**src/rtl/mem_bus_arbiter.sv**
```systemverilog
// N-channel arbiter sharing one external memory bus among requesters, with
// fixed or round-robin priority, per-channel abort and an optional bus timeout.
module mem_bus_arbiter #(
  parameter int NUM_CH   = 2,
  parameter int ADDR_W   = 32,
  parameter int DATA_W   = 32,
  parameter int ARB_MODE = 1,
  parameter int TIMEOUT  = 0
) (
  input  logic                     clk,
  input  logic                     rst,
  input  logic [NUM_CH-1:0]        req_re,
  input  logic [NUM_CH-1:0]        req_wr,
  input  logic [NUM_CH*ADDR_W-1:0] req_addr,
  input  logic [NUM_CH*DATA_W-1:0] req_wdata,
  input  logic [NUM_CH-1:0]        abort,
  output logic [NUM_CH-1:0]        done,
  output logic [NUM_CH-1:0]        err,
  output logic [NUM_CH*DATA_W-1:0] rdata,
  output logic [ADDR_W-1:0]        addr,
  output logic [DATA_W-1:0]        data_in,
  input  logic [DATA_W-1:0]        data_out,
  output logic                     omem_re,
  output logic                     omem_wr,
  input  logic                     mem_ready
);

  localparam int CH_W = (NUM_CH > 1) ? $clog2(NUM_CH) : 1;

  typedef enum logic [1:0] {
    ST_IDLE = 2'd0,
    ST_BUSY = 2'd1,
    ST_RESP = 2'd2
  } state_t;

  state_t                   r_state;
  state_t                   w_state_nxt;
  logic [CH_W-1:0]          r_owner;
  logic [CH_W-1:0]          r_ptr;
  logic [CH_W-1:0]          w_win;
  logic [CH_W-1:0]          w_owner_nxt;
  logic [CH_W-1:0]          w_ptr_nxt;
  logic [NUM_CH-1:0]        w_pend;
  logic                     w_any;
  logic                     w_win_wr;
  logic                     w_abort_eff;
  logic                     w_timeout;
  logic [31:0]              r_cnt;
  logic [31:0]              w_cnt_nxt;
  logic                     r_abort;
  logic                     w_abort_nxt;
  logic                     r_re;
  logic                     r_wr;
  logic                     w_re_nxt;
  logic                     w_wr_nxt;
  logic [ADDR_W-1:0]        r_addr;
  logic [ADDR_W-1:0]        w_addr_nxt;
  logic [DATA_W-1:0]        r_wdata;
  logic [DATA_W-1:0]        w_wdata_nxt;
  logic [NUM_CH-1:0]        r_done;
  logic [NUM_CH-1:0]        r_err;
  logic [NUM_CH-1:0]        w_done_nxt;
  logic [NUM_CH-1:0]        w_err_nxt;
  logic [NUM_CH-1:0]        w_rd_we;
  logic [NUM_CH*DATA_W-1:0] r_rdata;

  assign w_pend      = (req_re | req_wr) & ~abort;
  assign w_any       = |w_pend;
  assign w_win_wr    = req_wr[w_win];
  // An abort raised in the completing cycle itself must also suppress the response.
  assign w_abort_eff = r_abort | abort[r_owner];
  assign w_timeout   = (TIMEOUT > 0) && (r_cnt == 32'(TIMEOUT - 1)) && !mem_ready;

  assign done    = r_done;
  assign err     = r_err;
  assign rdata   = r_rdata;
  assign addr    = r_addr;
  assign data_in = r_wdata;
  assign omem_re = r_re;
  assign omem_wr = r_wr;

  // Winner search runs from lowest to highest priority, so the last pending hit wins.
  always_comb begin
    logic [CH_W-1:0] idx;
    idx   = '0;
    w_win = '0;
    for (int k = NUM_CH; k >= 1; k--) begin
      if (ARB_MODE == 0) begin
        idx = CH_W'(k - 1);
      end else begin
        idx = CH_W'((int'(r_ptr) + k) % NUM_CH);
      end
      w_win = w_pend[idx] ? idx : w_win;
    end
  end

  // State register
  always_ff @(posedge clk) begin
    if (rst) begin
      r_state <= ST_IDLE;
    end else begin
      r_state <= w_state_nxt;
    end
  end

  // Next-state decode
  always_comb begin
    w_state_nxt = r_state;
    case (r_state)
      ST_IDLE: w_state_nxt = w_any ? ST_BUSY : ST_IDLE;
      ST_BUSY: w_state_nxt = (mem_ready || w_timeout) ? ST_RESP : ST_BUSY;
      ST_RESP: w_state_nxt = ST_IDLE;
      default: w_state_nxt = ST_IDLE;
    endcase
  end

  // Next values for the bus, response and bookkeeping registers
  always_comb begin
    w_re_nxt    = r_re;
    w_wr_nxt    = r_wr;
    w_addr_nxt  = r_addr;
    w_wdata_nxt = r_wdata;
    w_owner_nxt = r_owner;
    w_ptr_nxt   = r_ptr;
    w_abort_nxt = r_abort;
    w_cnt_nxt   = r_cnt;
    w_done_nxt  = '0;
    w_err_nxt   = '0;
    w_rd_we     = '0;
    case (r_state)
      ST_IDLE: begin
        if (w_any) begin
          w_addr_nxt  = req_addr[w_win*ADDR_W +: ADDR_W];
          w_wdata_nxt = w_win_wr ? req_wdata[w_win*DATA_W +: DATA_W] : r_wdata;
          w_re_nxt    = ~w_win_wr;
          w_wr_nxt    = w_win_wr;
          w_owner_nxt = w_win;
          w_ptr_nxt   = w_win;
          w_cnt_nxt   = 32'd0;
          w_abort_nxt = 1'b0;
        end else begin
          w_re_nxt = 1'b0;
          w_wr_nxt = 1'b0;
        end
      end
      ST_BUSY: begin
        w_abort_nxt = w_abort_eff;
        w_cnt_nxt   = r_cnt + 32'd1;
        if (mem_ready || w_timeout) begin
          w_re_nxt            = 1'b0;
          w_wr_nxt            = 1'b0;
          w_done_nxt[r_owner] = ~w_abort_eff;
          w_err_nxt[r_owner]  = w_timeout & ~w_abort_eff;
          w_rd_we[r_owner]    = mem_ready & r_re & ~w_abort_eff;
        end else begin
          w_re_nxt = r_re;
          w_wr_nxt = r_wr;
        end
      end
      ST_RESP: begin
        w_abort_nxt = 1'b0;
        w_cnt_nxt   = 32'd0;
      end
      default: begin
        w_re_nxt    = 1'b0;
        w_wr_nxt    = 1'b0;
        w_abort_nxt = 1'b0;
        w_cnt_nxt   = 32'd0;
      end
    endcase
  end

  // Datapath and output registers
  always_ff @(posedge clk) begin
    if (rst) begin
      r_re    <= 1'b0;
      r_wr    <= 1'b0;
      r_addr  <= '0;
      r_wdata <= '0;
      r_owner <= '0;
      r_ptr   <= CH_W'(NUM_CH - 1);
      r_abort <= 1'b0;
      r_cnt   <= 32'd0;
      r_done  <= '0;
      r_err   <= '0;
      r_rdata <= '0;
    end else begin
      r_re    <= w_re_nxt;
      r_wr    <= w_wr_nxt;
      r_addr  <= w_addr_nxt;
      r_wdata <= w_wdata_nxt;
      r_owner <= w_owner_nxt;
      r_ptr   <= w_ptr_nxt;
      r_abort <= w_abort_nxt;
      r_cnt   <= w_cnt_nxt;
      r_done  <= w_done_nxt;
      r_err   <= w_err_nxt;
      for (int i = 0; i < NUM_CH; i++) begin
        if (w_rd_we[i]) begin
          r_rdata[i*DATA_W +: DATA_W] <= data_out;
        end else begin
          r_rdata[i*DATA_W +: DATA_W] <= r_rdata[i*DATA_W +: DATA_W];
        end
      end
    end
  end

endmodule

```
**config.mk**
```make
export PLATFORM = sky130hd
export DESIGN_NAME = mem_bus_arbiter
export DESIGN_NICKNAME = d
export VERILOG_FILES = /design/src/rtl/mem_bus_arbiter.sv
export SDC_FILE = /design/constraint.sdc
export NUM_CORES = 1
export LEC_CHECK = 0
export CORE_MARGIN = 2
export CORE_UTILIZATION = 42
export CTS_CLUSTER_DIAMETER = 40
export CTS_CLUSTER_SIZE = 25
export DETAILED_ROUTE_END_ITERATION = 8
export PLACE_DENSITY = 0.86
export SYNTH_ARGS = -nofsm -noshare
export SYNTH_HDL_FRONTEND = slang
export SYNTH_SLANG_ARGS = --single-unit
```
**constraint.sdc**
```tcl
create_clock -name clk -period 3.6 [get_ports clk]
set_clock_uncertainty 0.15 [all_clocks]
set_input_delay 0.72 -clock clk [delete_from_list [all_inputs] [get_ports clk]]
set_output_delay 0.72 -clock clk [all_outputs]
set_load 0.02 [all_outputs]
```
==> results of run 1 <==
## power by group through the flow
stage	logic (mW)	registers (mW)	clock network, mW
final	0.883	1.69	1.67
after global routing	0.939	1.70	1.75
after CTS	0.886	1.69	1.69
after detailed placement	0.877	1.72	0
after global placement	0.869	1.72	0
after floorplan	0.284	1.84	0
## per-layer routing
| layer | GRT usage, % | vias to the layer above | wire (um) |
|---|---|---|---|
| met4 | 11.4 | 0 | 627 |
| met1 | 30.3 | 2693 | 6960 |
| met3 | 9.40 | 50 | 1560 |
| li1 | - | 2754 | - |
| met2 | 44.1 | 268 | 9240 |
| met5 | 0 | - | 0 |
## layout make-up
| type | count | area share [%] |
|---|---|---|
| Timing Repair Buffer | 314 | 34.3 |
| Sequential cell | 137 | 30.3 |
| Clock buffer | 19 | 5.01 |
| Tap cell | 172 | 2.38 |
| Clock inverter | 13 | 1.33 |
| Inverter | 1 | 0.0415 |
| Multi-Input combinational cell | 432 | 26.6 |
## sequential cells by signal (all words and copies together), names as in the netlist
register / count
done: 2
data_in: 32
r_ptr: 1
addr: 32
omem_re: 1
r_state: 2
r_abort: 1
rdata: 64
r_owner: 1
omem_wr: 1
## cell usage in the layout (no fill, tap or decap), types with 2 or more instances in the layout
cell,instances
clkbuf_8,2
o22a_1,32
o21ai_2,2
o21bai_2,2
nor2b_1,2
clkinv_2,2
nand2_1,166
conb_1,2
buf_4,14
o21ai_0,35
dfxtp_1,137
clkinv_4,2
nor3_1,4
clkdlybuf4s50_1,299
a21oi_1,131
nand2b_1,5
o221a_2,32
nor2_1,2
clkbuf_16,17
clkinvlp_4,6
inv_6,2
## final timing paths
path,startpoint,end,slack (ps),cells past startpoint
min,rdata[32],rdata[32],300,2
min reg2reg,rdata[32],rdata[32],300,2
max reg2reg,r_state[0],rdata[5],1450,5
max,abort[0],data_in[3],980,5
## synthesized netlist by cell type
cell type,count
nand2_1,166
dfxtp_1,137
a21oi_1,131
o21ai_0,35
o221a_2,32
o22a_1,32
clkbuf_1,29
buf_2,22
nand2b_1,5
nor3_1,4
buf_4,3
buf_6,3
nor2_1,3
buf_1,2
nor2b_1,2
a211o_1,1
a211oi_4,1
a21o_1,1
a21oi_4,1
a22oi_1,1
a32o_1,1
conb_1,1
inv_1,1
mux2_2,1
nand4b_1,1
nor3_2,1
nor4_2,1
o21ai_1,1
o21ai_2,1
o21ba_2,1
o21bai_1,1
o21bai_2,1
o21bai_4,1
o31ai_1,1
or3_1,1
or3b_2,1
or4_1,1
## cells by family (layout without fill, tap and decap cells)
logic type / count (synthesis) / count (layout)
simple gates: 186 / 186
mux: 1 / 1
buf+inv: 60 / 347
other cells: 1 / 2
flops: 137 / 137
compound gates: 243 / 243
## tightest hold or removal path, stage by stage, from the launching register on
cell and delay, ps:
dfxtp_1 300, nand2_1 50, a21oi_1 50
## per-stage QoR
| stage | utilization, % | cell area, um^2 | power (mW) | std cells |
|---|---|---|---|---|
| 3_3_place_gp | 67.4 | 8470 | 2.59 | 1056 |
| 4_1_cts | 72.0 | 9040 | 4.27 | 1088 |
| 2_1_floorplan | - | 5410 | 2.13 | 629 |
| 5_1_grt | 72.0 | 9040 | 4.39 | 1088 |
| 6_report | 72.0 | 9040 | 4.24 | 1088 |
| 3_5_place_dp | 67.4 | 8470 | 2.60 | 1056 |
==> metrics, run 1 <==
gr usage total=between 20% and 30%; TNS Setup=0 ps; clk buf depth=2; Detailed Routing Iterations Pass 1=5; H-Tree Depth=4; CP max FO=32; Final GP Congestion=0.871; Yosys reg bits=137; WP buf/inv=1; routed len/inst=roughly 17 um; vias in the first global route=5449; PwrDens=between 400 and 500 nW/um^2; Reg power frac=between 30 and 40%; multi-input logic area=between 2000 and 2500 um^2; Cell Area, Synth=approximately 5400 um^2; ratio of final minimum period to clock period=72.9%; status=complete, no violations; worst setup margin=between 900 and 1000 ps; starting density of the core=a little over two fifths; Switch Pwr=between 1 and 1.5 mW; Vias/cell=around 5.3; XOR/XNOR Fraction of Synth Area=0%; Seq/Total Area, Yosys=between 50% and 60%; die area=13800 um^2; fin nets=between 1000 and 1500; Routed Antenna Nets=0; RSZ-0062 raised after global routing=no; share of cells above drive strength 1=between 10 and 15%; CP top delay family=compound AO/OA/AOI/OAI gates; # rows=41; Clock Power Share=39.3%; DP HPWL=between 10 and 15 mm; number of port buffers=300; CP Class=in -> reg; Worst path slowest cell=a21oi_4; # IOs=just over 300; pre-CTS WS=~580 ps; fillers=975; Final Critical Period=around 2600 ps; Simple-Gate Fraction of Synth Area=between 10% and 20%; largest family of logic cells by synthesized area=compound AO/OA/AOI/OAI gates; top cells by area, synth=dfxtp_1 51%, a21oi_1 12%, nand2_1 12%, o221a_2 6.7%, o22a_1 5.2%; hold crit path type=reg -> reg; Leak=3.34 nW; antenna cells=0; Adder-Cell Fraction of Synth Area=0%; width of the die=117 um; area grow syn2layout=67.3%; Max Cap Viol=0; Syn. warnings=0; Resize count post-CTS=0; slowest stage delay, CP=between 600 and 700 ps; largest net degree at the start of global routing=73; post-synthesis mux area share=less than 1%; DRC violations left=0; CTS Sinks=137; startpoint types=input port; syn_area_per_cell=around 8.6 um^2; CTS Hold Bufs=0; fin. max-slew vios=0; CP cell instances=clkdlybuf4s50_1, o21bai_4, a211o_1, a21oi_4, o22a_1; Comb pwr share=about a fifth; critical path arrival=~2800 ps; initial antenna violation count=0; final WL=approximately 18 mm; fmax=about 380 MHz; Mapped Cells=around 630; CORE AREA=between 10000 and 15000 um^2; sw frac=between 20% and 30%; die height=roughly 120 um; DRT iter0 DRCs=509; Min Hold Slack=303 ps; Synth Area in Compound Gates=between 20% and 30%; Worst-Margin Slew=roughly 900 ps; Internal=about 3.1 mW; CTS tree=built; Root Buffer=clkbuf_16; GRT overflow=0; Via Count=about 5800; sequential standard cell area=about 2700 um^2; CP Capture Type=flop; count of different cell masters after synthesis=37; first-pass GRT wire length=28.9 mm; Clk pin slew, worst setup/hold paths=60 ps; CP required=3810 ps; postcts setup bufs=0; IR Drop Worst-Case VDD=around 0.24 mV; leading area contributor after synthesis=dfxtp_1; Final Hold Viols=0; relative slew slack=between 40% and 50%; Setup violations, final=0; clock latency on the worst-skew pair=approximately 420 ps; Synth top area share=between 50% and 60%; total CTS buffers=17
(Power assumes the default switching activity.)
==> inputs of run 2 (changes only) <==
CORE_UTILIZATION = 39   (was 42)
PLACE_DENSITY = 0.8   (was 0.86)
clock period = 2.5 ns   (was 3.6 ns; I/O delays follow)
==> metrics, run 2 (same netlist as run 1, synthesis figures left out) <==
Final Critical Period=roughly 2200 ps; fin nets=approximately 1100; Setup violations, final=0; Max Cap Viol=0; # IOs=between 300 and 400; antenna cells=0; PwrDens=between 600 and 700 nW/um^2; Final GP Congestion=~0.9; Final Hold Viols=0; status=complete, no violations; Detailed Routing Iterations Pass 1=5; CTS Hold Bufs=0; fin. max-slew vios=0; CTS Sinks=between 100 and 150; CTS tree=built; Via Count=a little under 6000; hold crit path type=in -> reg; initial antenna violation count=0; Routed Antenna Nets=0; fin cells=1109; starting density of the core=approximately 39%; startpoint types=input port; total CTS buffers=17; DP HPWL=roughly 13 mm; clock latency on the worst-skew pair=~400 ps; H-Tree Depth=4; CP Class=in -> reg; GRT overflow=0; IR Drop Worst-Case VDD=0.468 mV; die height=approximately 120 um; gr usage total=about a quarter; commonest non-fill, non-tap cell in the layout=clkdlybuf4s50_1; slowest stage delay, CP=680 ps; critical path arrival=around 2400 ps; CP cell instances=clkdlybuf4s50_1, o21bai_2, a211o_1, a21oi_4, o22a_1; Vias/cell=roughly 5.2; overall power=6.13 mW; max reg flops=between 60 and 70; worst setup margin=roughly 270 ps; pre-CTS WS=-139 ps; fmax=about 450 MHz; Clk pin slew, worst setup/hold paths=roughly 50 ps; die area=between 10000 and 15000 um^2; largest net degree at the start of global routing=65; R2R setup slack=between 400 and 500 ps; ratio of final minimum period to clock period=between 80% and 90%; Worst path slowest cell=a21oi_4; CORE AREA=13700 um^2; width of the die=approximately 120 um; first-pass GRT wire length=~29 mm; Worst-Margin Slew=slightly below 900 ps; relative slew slack=approximately 41%; DRC violations left=0; most frequent cells in the layout=299 x clkdlybuf4s50_1, 166 x nand2_1, 137 x dfxtp_1; routed len/inst=~17 um; vias in the first global route=about 5700; Resize count post-CTS=0; Root Buffer=clkbuf_16; postcts setup bufs=0; DRT iter0 DRCs=440; RSZ-0062 raised after global routing=no; CP Capture Type=flop; number of port buffers=300; # rows=between 40 and 50; share of cells above drive strength 1=a little under an eighth; Layout Utilization=about two thirds; Leak=3.45 nW; clk buf depth=2; TNS Setup=0 ps; area grow syn2layout=71.2%; CP required=~2700 ps; final WL=18.5 mm; Placed Instances=around 1100; fillers=approximately 1100; CP max FO=32
-- run 2: final timing paths --
kind,depth (start not counted),to,start
hold reg to reg,2,rdata[9],rdata[9]
hold / removal,2,r_owner,rst
setup / recovery,5,data_in[4],abort[1]
setup reg to reg,5,data_in[4],r_ptr
-- run 2: area by class of cell --
class / instances / area [um^2] / area share [%]
clock buffer: 22 / 484 / 5.23
multi-input combinational: 432 / 2410 / 26.0
sequential: 137 / 2740 / 29.6
clock inverter: 10 / 93.8 / 1.01
tap: 180 / 225 / 2.43
timing repair buffer: 327 / 3300 / 35.7
inverter: 1 / 3.75 / 0.0406
-- run 2: routing by layer --
layer	wire length, um	vias up	track usage [%]
li1	-	2787	-
met1	7120	2714	28.7
met2	9370	243	42.3
met3	1440	40	7.35
met4	566	0	11.6
met5	0	-	0
-- run 2: through the flow --
step	cell area, um^2	hold WS (ps)
global placement	8680	291
global route	9260	275
floorplan	5410	305
detailed placement	8680	296
finish	9260	265
CTS	9260	240
-- run 2: power by group --
part | switching [mW] | total [mW] | leakage, nW | internal [mW]
combinational | 0.604 | 1.31 | 2.05 | 0.702
clock | 0.918 | 2.39 | 0.278 | 1.47
sequential | 0.0854 | 2.43 | 1.12 | 2.35
total | 1.61 | 6.13 | 3.45 | 4.52
-- run 2: critical path, delay by kind of cell --
| family | cells | cell delay (ps) |
|---|---|---|
| AO/OA/AOI/OAI | 4 | 1460 |
| buffers and inverters | 1 | 440 |
